--- config.mk ---
export PLATFORM = sky130hd
export DESIGN_NAME = fifo_tx_feeder
export DESIGN_NICKNAME = d
export VERILOG_FILES = /design/src/rtl/fifo_tx_feeder.sv
export SDC_FILE = /design/constraint.sdc
export NUM_CORES = 1
export LEC_CHECK = 0
export BUFFER_PORTS_ARGS = -buffer_cell sky130_fd_sc_hd__buf_2
export CAP_MARGIN = 10
export CORE_MARGIN = 2
export CORE_UTILIZATION = 25
export DETAILED_ROUTE_END_ITERATION = 8
export SLEW_MARGIN = 20
export SYNTH_ARGS = -nofsm -noshare
export SYNTH_HDL_FRONTEND = slang
export SYNTH_SLANG_ARGS = --single-unit
--- constraint.sdc ---
create_clock -name clk -period 1.63 [get_ports clk]
set_input_delay 0.2445 -clock clk [delete_from_list [all_inputs] [get_ports clk]]
set_output_delay 0.2445 -clock clk [all_outputs]
set_load 0.02 [all_outputs]
--- src/rtl/fifo_tx_feeder.sv ---
// Read-side FIFO consumer: pops one byte at a time and hands it to the UART TX
// over a valid/busy handshake, counting sent frames and flagging unaccepted bytes.
module fifo_tx_feeder #(
    parameter int WIDTH     = 8,
    parameter int TIMEOUT   = 16,
    parameter int CNT_WIDTH = 8
) (
    input  logic                 clk,
    input  logic                 rst,
    input  logic                 enable,
    input  logic                 err_clr,
    input  logic                 fifo_empty,
    input  logic [WIDTH-1:0]     fifo_rdata,
    input  logic                 tx_busy,
    output logic                 fifo_rinc,
    output logic [WIDTH-1:0]     tx_data,
    output logic                 tx_data_valid,
    output logic                 tx_err,
    output logic [CNT_WIDTH-1:0] tx_count
);

    localparam int TW = (TIMEOUT > 2) ? $clog2(TIMEOUT) : 1;
    localparam logic [TW-1:0] TMO_LAST = TW'(TIMEOUT - 1);

    typedef enum logic [1:0] {
        IDLE,
        LOAD,
        WAIT_ACK,
        WAIT_DONE
    } state_t;

    state_t               state_q, state_d;
    logic                 rinc_q, rinc_d;
    logic [WIDTH-1:0]     data_q, data_d;
    logic                 valid_q, valid_d;
    logic                 err_q, err_d;
    logic [CNT_WIDTH-1:0] cnt_q, cnt_d;
    logic [TW-1:0]        tmo_q, tmo_d;

    always_ff @(posedge clk or negedge rst) begin
        if (!rst) begin
            state_q <= IDLE;
            rinc_q  <= 1'b0;
            data_q  <= '0;
            valid_q <= 1'b0;
            err_q   <= 1'b0;
            cnt_q   <= '0;
            tmo_q   <= '0;
        end else begin
            state_q <= state_d;
            rinc_q  <= rinc_d;
            data_q  <= data_d;
            valid_q <= valid_d;
            err_q   <= err_d;
            cnt_q   <= cnt_d;
            tmo_q   <= tmo_d;
        end
    end

    // A timeout in the same cycle as err_clr must leave the flag set, so the set is applied last.
    always_comb begin
        state_d = state_q;
        rinc_d  = 1'b0;
        data_d  = data_q;
        valid_d = valid_q;
        err_d   = err_q;
        cnt_d   = cnt_q;
        tmo_d   = tmo_q;
        if (err_clr) begin
            err_d = 1'b0;
        end
        case (state_q)
            IDLE: begin
                valid_d = 1'b0;
                if (enable && !fifo_empty) begin
                    data_d  = fifo_rdata;
                    rinc_d  = 1'b1;
                    state_d = LOAD;
                end
            end
            LOAD: begin
                valid_d = 1'b1;
                tmo_d   = '0;
                state_d = WAIT_ACK;
            end
            WAIT_ACK: begin
                if (tx_busy) begin
                    valid_d = 1'b0;
                    state_d = WAIT_DONE;
                end else if (tmo_q == TMO_LAST) begin
                    valid_d = 1'b0;
                    err_d   = 1'b1;
                    state_d = IDLE;
                end else begin
                    tmo_d = tmo_q + 1'b1;
                end
            end
            WAIT_DONE: begin
                if (!tx_busy) begin
                    cnt_d   = cnt_q + 1'b1;
                    state_d = IDLE;
                end
            end
            default: begin
                state_d = IDLE;
            end
        endcase
    end

    assign fifo_rinc     = rinc_q;
    assign tx_data       = data_q;
    assign tx_data_valid = valid_q;
    assign tx_err        = err_q;
    assign tx_count      = cnt_q;

endmodule

==> results of run 1 <==
-- power groups by stage --
| stage | Combinational [mW] | Sequential, mW | Clock, mW |
|---|---|---|---|
| final | 0.902 | 0.993 | 0.348 |
| after global routing | 0.984 | 1.03 | 0.401 |
| after CTS | 0.916 | 0.994 | 0.364 |
| after detailed placement | 0.912 | 1.01 | 0 |
| after global placement | 0.874 | 0.992 | 0 |
| after floorplan | 0.436 | 1.19 | 0 |
-- layout by cell type (no fill, tap or decap) --
master	synthesis	final
a211oi_1	1	1
a21o_1	1	1
a21oi_1	4	4
a31o_1	1	1
a31oi_1	1	1
and3_1	1	1
and3b_2	1	1
and4b_1	1	1
buf_2	0	32
buf_4	1	3
clkbuf_1	0	1
clkbuf_8	0	3
dfrtp_1	25	25
dlygate4sd3_1	0	1
ha_1	2	2
inv_1	2	2
mux2_2	9	9
mux2i_1	1	1
nand2_1	9	9
nand2b_1	1	1
nand3_1	3	3
nand4_1	2	2
nand4b_4	1	1
nor2_1	3	3
nor3_1	1	1
nor3_2	3	3
nor3b_2	1	1
nor4b_2	1	1
nor4bb_1	1	1
o21ai_0	1	1
o22ai_1	1	1
or3b_1	1	1
xnor2_1	2	2
xor2_1	5	5
-- cell families (layout without fill, tap and decap cells) --
group / Yosys count / after routing / synth area share (%)
adder cells (fa/ha/maj): 2 / 2 / 2.210
flip-flops: 25 / 25 / 55.25
AO/OA/AOI/OAI: 10 / 10 / 5.415
XOR/XNOR: 7 / 7 / 5.414
buffers and inverters: 5 / 42 / 3.315
multiplexers: 10 / 10 / 9.835
AND/OR/NAND/NOR: 30 / 30 / 18.56
-- synthesized netlist by cell type (all sizes together), types with 2 or more instances --
cell / n
buf: 3
nand2: 9
nor2: 3
a21oi: 4
nor3: 4
mux2: 9
nand3: 3
inv: 2
nand4: 2
dfrtp: 25
xnor2: 2
xor2: 5
ha: 2
-- through the flow --
stage / hold WS [ns] / std cells / cell area [µm²] / power [mW]
finish: 0.1648 / 178 / 1405 / 2.242
detailed placement: 0.2670 / 173 / 1350 / 1.920
floorplan: -0.05109 / 89 / 1132 / 1.628
CTS: 0.1607 / 178 / 1405 / 2.274
global placement: 0.2494 / 173 / 1350 / 1.866
global route: 0.1574 / 178 / 1405 / 2.410
-- worst max path at each step --
stage | depth (start not counted) | to | slack (ns) | start
after global routing | 3 | tx_data[2]$_DFFE_PN0P_ | 0.14 | state_q[1]$_DFFE_PN0P_
after global placement | 3 | tx_data[5]$_DFFE_PN0P_ | 0.27 | state_q[1]$_DFFE_PN0P_
after detailed placement | 3 | tx_data[7]$_DFFE_PN0P_ | 0.22 | state_q[1]$_DFFE_PN0P_
after floorplan | 3 | tx_data[0]$_DFFE_PN0P_ | 0.36 | state_q[1]$_DFFE_PN0P_
after CTS | 3 | tx_data[7]$_DFFE_PN0P_ | 0.21 | state_q[1]$_DFFE_PN0P_
final | 3 | tx_data[2]$_DFFE_PN0P_ | 0.22 | state_q[1]$_DFFE_PN0P_
-- cell type report --
cell class | instances | area, µm² | area share, %
Inverter | 2 | 7.507 | 0.5343
Tap cell | 52 | 65.06 | 4.630
Clock buffer | 4 | 45.04 | 3.206
Sequential cell | 25 | 625.6 | 44.52
Multi-Input combinational cell | 59 | 469.2 | 33.39
Timing Repair Buffer | 36 | 192.7 | 13.71
-- sequential cells by signal (all words and copies together) (netlist names) --
signal	count
tx_count	8
fifo_rinc	1
tx_err	1
tx_data	8
tmo_q	4
tx_data_valid	1
state_q	2
-- per-layer routing --
metal | up-vias | GRT usage, % | wire [µm]
li1 | 387 | - | -
met1 | 401 | 9.414 | 858
met2 | 20 | 16.98 | 1239
met3 | 6 | 1.266 | 60
met4 | 0 | 7.547 | 52
met5 | - | 0 | 0
-- repair_timing --
| item | CTS | global route |
|---|---|---|
| endpoints found under the hold margin | 25 | 0 |
| hold buffers | 1 | 0 |
| resized for setup | 0 | 0 |
==> out/qor.txt, run 1 <==
Placed wire-length estimate = 1.747 mm
Sinks on Clock Net = 25
GRT Util Overall = 9.335%
DRC = 0
Die area = 5084 µm²
Sequential fraction of design power = 44.3%
Status = finished clean
Reg-to-Reg End = tx_data[2]$_DFFE_PN0P_
Cell Pwr Density = 1596 nW/µm²
Die height = 71.30 µm
Maximum VDD drop = 0.3224 mV
Via count = 814
CORE AREA = 4354 µm²
Synth top area share = 55.25%
Post-CTS Setup Bufs = 0
Logic pwr share = 40.2%
RD Place Congestion = 0.7478
CTS tree = built
Vias in the first global route = 901
Final Core Density = 32.27%
Psw = 0.8516 mW
WL final = 2.211 mm
Crit-path max FO = 9
Sequential cell area fraction in the yosys report = 55.25%
Final Max Slew Viols = 0
Num CTS Buffers = 3
Synthesized instance count = 89
Hold path endpoint = tx_err$_DFF_PN0_
Via/cell ratio = 4.573
RSZ-0062 raised after global routing = false
ANT nets after route = 0
R2R setup slack = 0.22 ns
Hold crit path type = input port to register
Drt first-iter violations = 11
Pre-antenna DRT Iters = 4
Clk pwr share = 15.5%
Leakage power = 0.7023 nW
Starting density of the core = 26.01%
Primary FF master, synth = dfrtp_1
Wire length per cell = 12.42 µm
Max cap viols = 0
Reg2Reg Depth = 3
Crit Reg-Reg Startpoint = state_q[1]$_DFFE_PN0P_
CTS root buf = clkbuf_8
Largest net degree at the start of global routing = 26
Syn_nets = 105
CP top delay family = flip-flops
Initial antenna violation count = 0
IO buf count = 32
Critical Path Max Stage Delay = 0.39 ns
Setup tns final = 0 ns
Clock skew = 0.001373 ns
Slew @ Worst Pin = 0.5463 ns
Setup CP Type = register to register
Dominant cell type by area after synthesis = dfrtp_1
Worst path slowest cell = dfrtp_1
Endpoints failing setup = 0
Layout fillers = 434
Syn Area/Cell = 12.72 µm²
Critical path endpoint category = register
Synth top area cells = dfrtp_1 55%, mux2_2 9.0%, xor2_1 3.9%
Switching fraction of total power = 37.99%
WHS Path Cells = 2
Worst hold start = err_clr
WP data required = 1.78 ns
Synth unique cells = 31
Fmax = 708.2 MHz
# diodes = 0
Synthesized flop and latch total = 25
Min Tclk post-route = 1.412 ns
Syn. warnings = 0
Crit-path cells = nor4b_2 > buf_4 > mux2_2
Post-Syn Area = 1132 µm²
H-tree levels = 1
EDFF count, synth = 0
Buffer and inverter count on the worst path = 1
Crit path launch type = register
Overflow after GRT = 0
Final Hold Fails = 0
Final Net Count = 143
P_int = 1.390 mW
Crit path DAT = 1.56 ns
Period utilization = 86.63%
First-pass GRT wire length = 3.801 mm
Die width = 71.30 µm
I/O pins = 33
Clk pin slew, worst setup/hold paths = 0.08 ns
Site Rows = 24
Ys async rst share = 100.0%
Clk_lat worst skew = 0.26 ns
Setup Slack @ Placement = 0.2203 ns
Post-route setup slack = 0.2180 ns
Max Root-Sink Buffers = 2
Slew HR = 63.58%
Area growth syn-to-layout = 24.09%
Layout cells sized above 1 = 42.86%
(Power assumes the default switching activity.)
==> run 2, diff against run 1 <==
--- a/config.mk
+++ b/config.mk
@@ -7,6 +7,7 @@
 export LEC_CHECK = 0
 export BUFFER_PORTS_ARGS = -buffer_cell sky130_fd_sc_hd__buf_2
 export CAP_MARGIN = 10
+export CORE_ASPECT_RATIO = 2
 export CORE_MARGIN = 2
 export CORE_UTILIZATION = 25
 export DETAILED_ROUTE_END_ITERATION = 8
==> run 2 against run 1 <==
Power rose by 0.21%. Clock-buffer cell count shrank 1. Largest cell class unchanged. Final area grew 0.27%. Via count grew 0.61%. Routed wire length fell by 4.4%. Sequential power is 0.8% lower. Global-route usage fell by 0.29 points. Clock skew increased by 0.0080 ns. Clock power rose by 5%. Non-clock buffer count unchanged. Sequential share of layout area decreased by 0.12 points. Final cell count grew 1.1%.
==> out/qor.txt, run 2 (same netlist as run 1, synthesis figures left out) <==
Max Root-Sink Buffers = 2 (unchanged)
# diodes = 0 (unchanged)
Worst hold start = err_clr
Setup Slack @ Placement = 0.1728 ns (-0.04755 ns)
Crit Reg-Reg Startpoint = state_q[1]$_DFFE_PN0P_
WP data required = 1.78 ns (about the same)
Fmax = 685.6 MHz (-3.2%)
Leakage power = 0.7050 nW (+0.39%)
Clk_lat worst skew = 0.27 ns (about the same)
Post-cts sizing count = 0 (unchanged)
Clk pin slew, worst setup/hold paths = 0.09 ns (about the same)
Period utilization = 89.48% (+2.9 points)
Final Net Count = 143 (unchanged)
Maximum VDD drop = 0.5697 mV (+77%)
Site Rows = 34 (+42%)
Die area = 5116 µm² (+0.64%)
CORE AREA = 4339 µm² (-0.34%)
CTS root buf = clkbuf_8
Hold slack = 0.1501 ns (-0.01472 ns)
I/O pins = 33 (unchanged)
Endpoints failing setup = 0 (unchanged)
Setup tns final = 0 ns (unchanged)
ANT nets after route = 0 (unchanged)
Buffer and inverter count on the worst path = 1 (unchanged)
Final Hold Fails = 0 (unchanged)
Post-route setup slack = 0.1714 ns (-0.04658 ns)
Placed wire-length estimate = 1.635 mm (-6.4%)
WL final = 2.113 mm (-4.4%)
RSZ-0062 raised after global routing = false
Crit-path max FO = 8 (-1)
Die width = 51.59 µm (-28%)
Min Tclk post-route = 1.459 ns (+0.04658 ns)
Crit. Startpoint = state_q[1]$_DFFE_PN0P_
Final Max Slew Viols = 0 (unchanged)
Via count = 819 (+0.61%)
Final instance area = 1409 µm² (+0.27%)
DRC = 0 (unchanged)
Overflow after GRT = 0 (unchanged)
H-tree levels = 1 (unchanged)
IO buf count = 32 (unchanged)
Worst path slowest cell = dfrtp_1
Crit path DAT = 1.61 ns (+0.05 ns)
Crit path launch type = register
Die height = 99.18 µm (+39%)
R2R setup slack = 0.17 ns (-0.05 ns)
Via/cell ratio = 4.550 (-0.50%)
Commonest cells after routing, fill and taps aside = 32 x buf_2, 25 x dfrtp_1, 9 x nand2_1, 9 x mux2_2, 5 x xor2_1
Vias in the first global route = 825 (-8.4%)
Placed cell area = 1353 µm² (+0.19%)
First-pass GRT wire length = 3.567 mm (-6.2%)
Status = finished clean
CTS tree = built
Pre-antenna DRT Iters = 5 (+1)
RD Place Congestion = 0.6959 (-6.9%)
Placed cell count = 175 (+1.2%)
Hold crit path type = input port to register
Max cap viols = 0 (unchanged)
CP top delay family = flip-flops
Drt first-iter violations = 14 (+3)
Most common cell after layout, fill and taps aside = buf_2
Wire length per cell = 11.74 µm (-5.5%)
Critical Path Max Stage Delay = 0.39 ns (about the same)
Sinks on Clock Net = 25 (unchanged)
Setup CP Type = register to register
Area growth syn-to-layout = 24.42%
Critical path endpoint category = register
Crit-path cells = nor4b_2 > buf_4 > mux2_2
Num CTS Buffers = 3 (unchanged)
Slew HR = 63.27% (-0.31 points)
GRT Util Overall = 9.050% (-0.29 points)
Starting density of the core = 26.10% (+0.090 points)
Slew @ Worst Pin = 0.5510 ns (+0.004692 ns)
Clock skew = 0.009345 ns (+0.007972 ns)
Layout cells sized above 1 = 43.65% (+0.79 points)
Non-filler cells, final = 180 (+1.1%)
Cell Pwr Density = 1595 nW/µm² (about the same)
Initial antenna violation count = 0 (unchanged)
Largest net degree at the start of global routing = 26 (unchanged)
-- run 2: what timing repair did --
item / in CTS / in global routing
buffers inserted: 0 / 0
endpoints found under the hold margin: 25 / 0
endpoints found under the setup margin: 0 / 0
hold buffers: 1 / 0
-- run 2: report_power, final --
part	leakage (nW)	total [mW]	switching (mW)	internal [mW]
Sequential	0.318	0.985	0.155	0.830
Combinational	0.361	0.898	0.511	0.386
Clock	0.0255	0.364	0.193	0.171
Total	0.705	2.25	0.859	1.39
-- run 2: path summary, 6_finish.rpt --
path,endpoint,depth (start not counted)
min reg2reg,tx_count[7]$_DFFE_PN0P_,1
min,tx_err$_DFF_PN0_,2
max reg2reg,tx_data[5]$_DFFE_PN0P_,3
max in group asynchronous,fifo_rinc$_DFF_PN0_,2
min in group asynchronous,state_q[0]$_DFFE_PN0P_,2
max,tx_data[5]$_DFFE_PN0P_,3
-- run 2: cell type report --
type | count | area, µm²
fill | 457 | 2930
sequential | 25 | 625.6
clock buffer | 3 | 41.29
multi-input combinational | 59 | 469.2
clock inverter | 1 | 5.005
timing repair buffer | 36 | 192.7
tap | 54 | 67.56
inverter | 2 | 7.507
-- run 2: metal layers --
metal	vias up	track usage [%]	part of all wire (%)	wire [µm]
met5	-	0	0	0
met3	4	1.802	7.1	150
met1	392	9.712	39	829
met2	35	15.98	52	1093
met4	0	4.858	1.9	40
li1	388	-	-	-
-- run 2: worst reg2reg max path, stage by stage (launching register included) --
cell	delay, ns
dfrtp_1	0.39
nor4b_2	0.36
buf_4	0.24
mux2_2	0.34
-- run 2: stage by stage --
stage	total power, mW	util (%)
floorplan	1.628	-
global placement	1.863	31.17
detailed placement	1.914	31.17
CTS	2.286	32.47
global route	2.408	32.47
finish	2.247	32.47
